**src/rtl/vis_pkg.sv**
```systemverilog
// Shared visualizer types and constants: screen geometry, datapath widths and
// the spawn-scheduler state encoding.
package vis_pkg;

  localparam int unsigned COORD_W  = 11;
  localparam int unsigned COLOR_W  = 8;
  localparam int unsigned SCREEN_W = 640;
  localparam int unsigned SCREEN_H = 480;

  // Plain constants keep the FSM register a legacy-compatible logic vector.
  localparam logic [2:0] StIdle   = 3'd0;
  localparam logic [2:0] StPos    = 3'd1;
  localparam logic [2:0] StColor  = 3'd2;
  localparam logic [2:0] StWaitVb = 3'd3;
  localparam logic [2:0] StWrite  = 3'd4;

  typedef enum logic [2:0] {
    IDLE    = StIdle,
    POS     = StPos,
    COLOR   = StColor,
    WAIT_VB = StWaitVb,
    WRITE   = StWrite
  } sched_state_t;

  typedef struct packed {
    logic [COLOR_W-1:0] r;
    logic [COLOR_W-1:0] g;
    logic [COLOR_W-1:0] b;
  } rgb_t;

  function automatic rgb_t rgb_halve(input rgb_t c);
    rgb_t h;
    h.r = c.r >> 1;
    h.g = c.g >> 1;
    h.b = c.b >> 1;
    return h;
  endfunction

endpackage

```
**src/rtl/circle_hue_ramp.sv**
```systemverilog
// Combinational hue ramp: maps an on-screen x coordinate to a saturated colour
// sweeping red -> green -> cyan-ish -> blue across the screen width.
module circle_hue_ramp
  import vis_pkg::*;
(
  input  logic [COORD_W-1:0] x_i,
  output logic [COLOR_W-1:0] r_o,
  output logic [COLOR_W-1:0] g_o,
  output logic [COLOR_W-1:0] b_o
);

  localparam logic [COORD_W-1:0] Q1   = COORD_W'(SCREEN_W / 4);
  localparam logic [COORD_W-1:0] Q2   = COORD_W'(SCREEN_W / 2);
  localparam logic [COORD_W-1:0] Q3   = COORD_W'((SCREEN_W * 3) / 4);
  localparam logic [COORD_W-1:0] Last = COORD_W'(SCREEN_W - 1);

  logic [1:0]         seg;
  logic [COORD_W-1:0] t;
  logic [13:0]        prod;
  logic [COLOR_W-1:0] ramp;

  always_comb begin
    seg = 2'd3;
    t   = Last - x_i;
    if (x_i < Q1) begin
      seg = 2'd0;
      t   = x_i;
    end else if (x_i < Q2) begin
      seg = 2'd1;
      t   = (Q2 - COORD_W'(1)) - x_i;
    end else if (x_i < Q3) begin
      seg = 2'd2;
      t   = x_i - Q2;
    end
  end

  // 51/32 ~= 255/160 scales a quarter-screen offset to a full colour swing.
  assign prod = 14'(t) * 14'd51;
  assign ramp = COLOR_W'(prod >> 5);

  always_comb begin
    r_o = '0;
    g_o = '0;
    b_o = '0;
    unique case (seg)
      2'd0: begin
        r_o = '1;
        g_o = ramp;
      end
      2'd1: begin
        r_o = ramp;
        g_o = '1;
      end
      2'd2: begin
        g_o = '1;
        b_o = ramp;
      end
      default: begin
        g_o = ramp;
        b_o = '1;
      end
    endcase
  end

endmodule

```
**src/rtl/circle_spawn_scheduler.sv**
```systemverilog
// Decides when and where a new circle spawns (audio beat or idle timeout),
// commits it to the circle table during vblank, and emits the decay tick.
module circle_spawn_scheduler
  import vis_pkg::*;
#(
  parameter int unsigned CIRNUM       = 25,
  parameter int unsigned DECAY_PERIOD = 1048576,
  parameter int unsigned IDLE_PERIOD  = 4194304,
  parameter int unsigned RAD_MIN      = 30
) (
  input  logic                      i_clk,
  input  logic                      i_rst,
  input  logic                      i_beat_valid,
  input  logic [7:0]                i_beat_level,
  output logic                      o_beat_ready,
  input  logic [25:0]               i_random,
  input  logic                      i_vblank,
  output logic                      o_wr_en,
  output logic [$clog2(CIRNUM)-1:0] o_wr_slot,
  output logic [COORD_W-1:0]        o_wr_x,
  output logic [COORD_W-1:0]        o_wr_y,
  output logic [COORD_W-1:0]        o_wr_rad,
  output logic [COLOR_W-1:0]        o_wr_r,
  output logic [COLOR_W-1:0]        o_wr_g,
  output logic [COLOR_W-1:0]        o_wr_b,
  output logic                      o_decay_tick
);

  localparam int unsigned SlotW  = $clog2(CIRNUM);
  localparam int unsigned DecayW = (DECAY_PERIOD > 1) ? $clog2(DECAY_PERIOD) : 1;
  localparam int unsigned IdleW  = (IDLE_PERIOD > 1) ? $clog2(IDLE_PERIOD) : 1;

  localparam logic [DecayW-1:0]  DecayLast = DecayW'(DECAY_PERIOD - 1);
  localparam logic [IdleW-1:0]   IdleLast  = IdleW'(IDLE_PERIOD - 1);
  localparam logic [SlotW-1:0]   SlotLast  = SlotW'(CIRNUM - 1);
  localparam logic [COORD_W-1:0] RadMin    = COORD_W'(RAD_MIN);

  logic [2:0]         state_q, state_d;
  logic [SlotW-1:0]   ptr_q, ptr_d;
  logic [IdleW-1:0]   idle_q, idle_d;
  logic [DecayW-1:0]  decay_q, decay_d;

  logic               src_idle_q;
  logic [5:0]         lvl_q;
  logic [24:0]        rnd_q;
  logic [COORD_W-1:0] x_q, y_q, rad_q;
  rgb_t               col_q;

  logic               wr_en_q;
  logic [SlotW-1:0]   wr_slot_q;
  logic [COORD_W-1:0] wr_x_q, wr_y_q, wr_rad_q;
  rgb_t               wr_col_q;

  logic               in_idle, beat_hs, idle_exp, start, commit, decay_hit;
  logic [9:0]         x_raw, x_fold;
  logic [8:0]         y_raw, y_fold;
  logic [COORD_W-1:0] rad_d;
  rgb_t               hue, col_d;
  logic               unused_bits;

  assign unused_bits = ^{i_random[25], i_beat_level[1:0]};

  assign in_idle   = (state_q == StIdle);
  assign beat_hs   = in_idle && i_beat_valid;
  assign idle_exp  = in_idle && (idle_q == IdleLast);
  // A beat and an idle expiry in the same cycle produce a single beat spawn.
  assign start     = beat_hs || idle_exp;
  assign commit    = (state_q == StWaitVb) && i_vblank;
  assign decay_hit = (decay_q == DecayLast);

  always_comb begin
    state_d = state_q;
    case (state_q)
      StIdle:   if (start) state_d = StPos;
      StPos:    state_d = StColor;
      StColor:  state_d = StWaitVb;
      StWaitVb: if (i_vblank) state_d = StWrite;
      StWrite:  state_d = StIdle;
      default:  state_d = StIdle;
    endcase
  end

  always_comb begin
    ptr_d = ptr_q;
    if (state_q == StWrite) begin
      ptr_d = (ptr_q == SlotLast) ? '0 : ptr_q + SlotW'(1);
    end
  end

  // Idle timer saturates at its last value while busy, so expiry fires on return to IDLE.
  always_comb begin
    if (start) begin
      idle_d = '0;
    end else if (idle_q == IdleLast) begin
      idle_d = idle_q;
    end else begin
      idle_d = idle_q + IdleW'(1);
    end
  end

  assign decay_d = decay_hit ? '0 : decay_q + DecayW'(1);

  // Fold out-of-range random coordinates back onto the visible area.
  assign x_raw  = rnd_q[9:0];
  assign y_raw  = rnd_q[18:10];
  assign x_fold = (x_raw >= 10'(SCREEN_W)) ? x_raw - 10'd512 : x_raw;
  assign y_fold = (y_raw >= 9'(SCREEN_H)) ? y_raw - 9'd256 : y_raw;
  assign rad_d  = src_idle_q ? RadMin + COORD_W'(rnd_q[24:19]) : RadMin + COORD_W'(lvl_q);

  circle_hue_ramp u_hue_ramp (
    .x_i (x_q),
    .r_o (hue.r),
    .g_o (hue.g),
    .b_o (hue.b)
  );

  assign col_d = src_idle_q ? rgb_halve(hue) : hue;

  always_ff @(posedge i_clk or posedge i_rst) begin
    if (i_rst) begin
      state_q    <= StIdle;
      ptr_q      <= '0;
      idle_q     <= '0;
      decay_q    <= '0;
      src_idle_q <= 1'b0;
      lvl_q      <= '0;
      rnd_q      <= '0;
      x_q        <= '0;
      y_q        <= '0;
      rad_q      <= '0;
      col_q      <= '0;
      wr_en_q    <= 1'b0;
      wr_slot_q  <= '0;
      wr_x_q     <= '0;
      wr_y_q     <= '0;
      wr_rad_q   <= '0;
      wr_col_q   <= '0;
    end else begin
      state_q <= state_d;
      ptr_q   <= ptr_d;
      idle_q  <= idle_d;
      decay_q <= decay_d;
      if (start) begin
        src_idle_q <= !beat_hs;
        lvl_q      <= i_beat_level[7:2];
        rnd_q      <= i_random[24:0];
      end
      if (state_q == StPos) begin
        x_q   <= COORD_W'(x_fold);
        y_q   <= COORD_W'(y_fold);
        rad_q <= rad_d;
      end
      if (state_q == StColor) begin
        col_q <= col_d;
      end
      wr_en_q <= commit;
      if (commit) begin
        wr_slot_q <= ptr_q;
        wr_x_q    <= x_q;
        wr_y_q    <= y_q;
        wr_rad_q  <= rad_q;
        wr_col_q  <= col_q;
      end
    end
  end

  assign o_beat_ready = in_idle;
  assign o_wr_en      = wr_en_q;
  assign o_wr_slot    = wr_slot_q;
  assign o_wr_x       = wr_x_q;
  assign o_wr_y       = wr_y_q;
  assign o_wr_rad     = wr_rad_q;
  assign o_wr_r       = wr_col_q.r;
  assign o_wr_g       = wr_col_q.g;
  assign o_wr_b       = wr_col_q.b;
  assign o_decay_tick = decay_hit;

endmodule

```
**config.mk**
```make
export PLATFORM = sky130hd
export DESIGN_NAME = circle_spawn_scheduler
export DESIGN_NICKNAME = d
export VERILOG_FILES = /design/src/rtl/vis_pkg.sv /design/src/rtl/circle_hue_ramp.sv /design/src/rtl/circle_spawn_scheduler.sv
export SDC_FILE = /design/constraint.sdc
export NUM_CORES = 1
export LEC_CHECK = 0
export CAP_MARGIN = 15
export CORE_ASPECT_RATIO = 2
export CORE_UTILIZATION = 35
export DETAILED_ROUTE_END_ITERATION = 8
export MAX_ROUTING_LAYER = met4
export PLACE_DENSITY_LB_ADDON = 0.1
export SETUP_SLACK_MARGIN = 0.2
export SLEW_MARGIN = 20
export SYNTH_ARGS = -nofsm -noshare
export SYNTH_HDL_FRONTEND = slang
export SYNTH_SLANG_ARGS = --single-unit
```
**constraint.sdc**
```tcl
create_clock -name i_clk -period 8 [get_ports i_clk]
set_input_delay 1.6 -clock i_clk [delete_from_list [all_inputs] [get_ports i_clk]]
set_output_delay 1.6 -clock i_clk [all_outputs]
set_load 0.05 [all_outputs]
```
==> results_dict.tcl <==
set metrics [dict create \
    grt_pass1_wl_um 37900 \
    ctsHtreeMaxLevel 4 \
    ys_ff_latch 188 \
    synth_top_family_by_area "simple AND/OR/NAND/NOR gates" \
    async_flop_share_pct 100 \
    start_util_pct 35.8 \
    dp_hpwl_um 16500 \
    num_antenna_cells 0 \
    ctsHoldBuffers 0 \
    cts.sinks 188 \
    r2r-start "x_q[7]" \
    cts_buffers 17 \
    dr_total_vias 7152 \
    num-fill-cells 2679 \
    grt_max_degree 121 \
    drt_pre_antenna_iters 4 \
    final_cell_mix "nand2_1 (351), dfrtp_1 (188), clkdlybuf4s50_1 (92)" \
    hold_violations 0 \
    drive_gt1_share_pct 5.92 \
    clkSlewWorstSetupHoldPaths_ns 0.07 \
    setup_viol 0 \
    yosysTopAreaCell "dfrtp_1" \
    cts_tree "done" \
    synth_cell_type_count 66 \
    period_share_pct 73.3 \
    grt_use_met3_pct 2.91 \
    synthTopCellsByArea "dfrtp_1 (50%), nand2_1 (14%), ha_1 (4.1%)" \
    crit_path_start_kind "register" \
    clock_latency_ns 0.45 \
    postCtsSetupRepairBufs 0 \
    synthXorXnorAreaFrac_pct 4.63 \
    synth_edf_count 0 \
    hp-class "register to register" \
    synthMuxAreaShare_pct 0.979 \
    synth_warnings 0 \
    coreArea_um2 26400 \
    fp-row-count 84 \
    drt-initial-drc-count 383 \
    layout_commonest_cell "nand2_1" \
    die_x_um 118 \
    yosysTopAreaCellShare_pct 49.8 \
    finClkSkew_ns 0.0108 \
    die-area_um2 27700 \
    drt-vias-per-instance 4.85 \
    rsz0062_at_grt "no" \
    ys.flop_type "dfrtp_1" \
    grt_pass1_vias 7298 \
    hold_start "rnd_q[0]" \
    antenna_found_initial 0 \
    worstSetupPathType "register to register" \
    arrival_ns 6.21 \
    drt-total-wl_um 23100 \
    critical_path.max_fanout 12 \
    die_h_um 234 \
    met1_usage_pct 18.4 \
    ant_nets 0 \
    fin_setup_tns_ns 0 \
    grt_use_total_pct 18.4 \
    outcome "completed" \
    endpoint_kind "register" \
    synthSimpleGateAreaFrac_pct 23.7 \
    startpoint "x_q[7]" \
    synth-compound-area-share_pct 9.57 \
    slew_violations 0 \
    max-clock-path-buffers 2 \
    worst_slew_pin_slew_ns 0.990 \
    synthCells 1052 \
    drv_cap 0 \
    fmax_mhz 170 \
    syn_avg_cell_area_um2 8.99 \
    syn-cell-area_um2 9460 \
    routedWlPerCell_um 15.6 \
    ctsResizeCount 0 \
    relSlewSlack_pct 33.9 \
    overflow 0 \
    final_nets 1199 \
    yosysSeqAreaShare_pct 49.8 \
    synthAdderAreaFrac_pct 6.43 \
    gr-max-usage-layer "met2" \
    clockRootBuffer "clkbuf_16" \
    gp_congestion 0.826 \
    syn_to_final_growth_pct 18.5 \
    grt_util_met2_pct 34.6 \
    required_ns 8.35 \
    ios 103 \
    period_needed_ns 5.87 \
    port_buffers 92 \
    drc 0 \
]
worst paths after layout:
check / depth (start not counted) / endpoint / slack (ns)
max in group asynchronous: 3 / rnd_q[6] / 4.79
min in group asynchronous: 2 / idle_q[4] / 1.71
setup reg to reg: 19 / col_q[3] / 2.13
hold reg to reg: 2 / x_q[0] / 0.46
hold / removal: 2 / x_q[0] / 0.46
setup / recovery: 19 / col_q[3] / 2.13
state kept, by name, indices dropped and copies added, names as in the netlist, 3 cells and up:
signal and flops:
o_wr_slot 5, x_q 10, o_wr_b 8, state_q 3, rad_q 7, col_q 24, idle_q 22, o_wr_r 8
y_q 9, o_wr_y 9, lvl_q 6, o_wr_x 10, o_wr_rad 7, o_wr_g 8, rnd_q 25, ptr_q 5
decay_q 20
per-layer routing:
metal  up-vias  wire, µm
met5         -         0
met4         0       759
met3        31       538
met2        99     13100
met1      3444      8700
li1       3578         -
area by class of cell:
cell class,instances,area [µm²],area share (%)
clock buffers,17,425,3.80
well taps,344,430,3.84
clock inverters,15,174,1.55
multi-input cells,770,4320,38.5
flip-flops and latches,188,4700,42.0
repair buffers,101,988,8.82
inverters,41,161,1.44
Yosys cell counts (2+ instances only):
| master | count |
|---|---|
| nand2_1 | 351 |
| dfrtp_1 | 188 |
| nor2_1 | 62 |
| o21ai_0 | 43 |
| inv_1 | 40 |
| a21oi_1 | 34 |
| clkbuf_1 | 31 |
| ha_1 | 31 |
| xnor2_1 | 26 |
| nand3_1 | 24 |
| xor2_1 | 24 |
| nor3_1 | 16 |
| and3_1 | 11 |
| buf_4 | 11 |
| fa_1 | 11 |
| nand4_1 | 11 |
| a21o_1 | 9 |
| a31oi_1 | 9 |
| o211ai_1 | 9 |
| buf_2 | 8 |
| mux2i_1 | 7 |
| or3_1 | 7 |
| nand2b_1 | 6 |
| and2_1 | 5 |
| buf_6 | 5 |
| o21a_1 | 5 |
| and4_1 | 4 |
| o31ai_1 | 4 |
| or2_2 | 4 |
| a211oi_1 | 3 |
| a21boi_0 | 3 |
| buf_1 | 3 |
| nand3b_1 | 3 |
| nor4_1 | 3 |
| a211oi_2 | 2 |
| a221oi_1 | 2 |
| a31o_2 | 2 |
| and4b_1 | 2 |
| mux2_2 | 2 |
| nor2b_1 | 2 |
| nor3b_1 | 2 |
| o22a_1 | 2 |
| or3b_2 | 2 |
metrics by stage:
step | instances | util, % | instance area, µm² | hold WS [ns] | setup WS (ns)
6_report | 1476 | 42.5 | 11200 | 0.463 | 2.13
3_5_place_dp | 1444 | 40.2 | 10600 | 0.450 | 2.15
5_1_grt | 1476 | 42.5 | 11200 | 0.484 | 1.74
4_1_cts | 1476 | 42.5 | 11200 | 0.468 | 2.11
3_3_place_gp | 1444 | 40.2 | 10600 | 0.448 | 2.17
2_1_floorplan | 1058 | - | 9480 | 0.433 | 1.29
worst max-delay path, stage by stage, from the launching register on:
cell     delay [ns]
dfrtp_1        0.44
inv_1          0.18
ha_1           0.25
a21o_1         0.20
nor2_1         0.60
a22oi_1        0.19
o22ai_1        0.17
a31oi_1        0.11
ha_1           0.40
fa_1           0.55
inv_1          0.05
fa_1           0.49
inv_1          0.04
ha_1           0.41
a21o_1         0.26
a21o_1         0.20
or3_1          0.33
a31oi_1        0.56
a21oi_1        0.15
a21o_1         0.17
cell families after synthesis:
kind of cell	after synthesis
AOI/OAI and AO/OA	141
xor gates and xnor gates	50
adders and majority gates	42
buffers and inverters	100
DFF	188
muxes	9
other	1
and+or+nand+nor	521
Power is left out: the tool's default activity adds up to more than one toggle a clock period on the data nets, which glitch-free logic cannot reach.
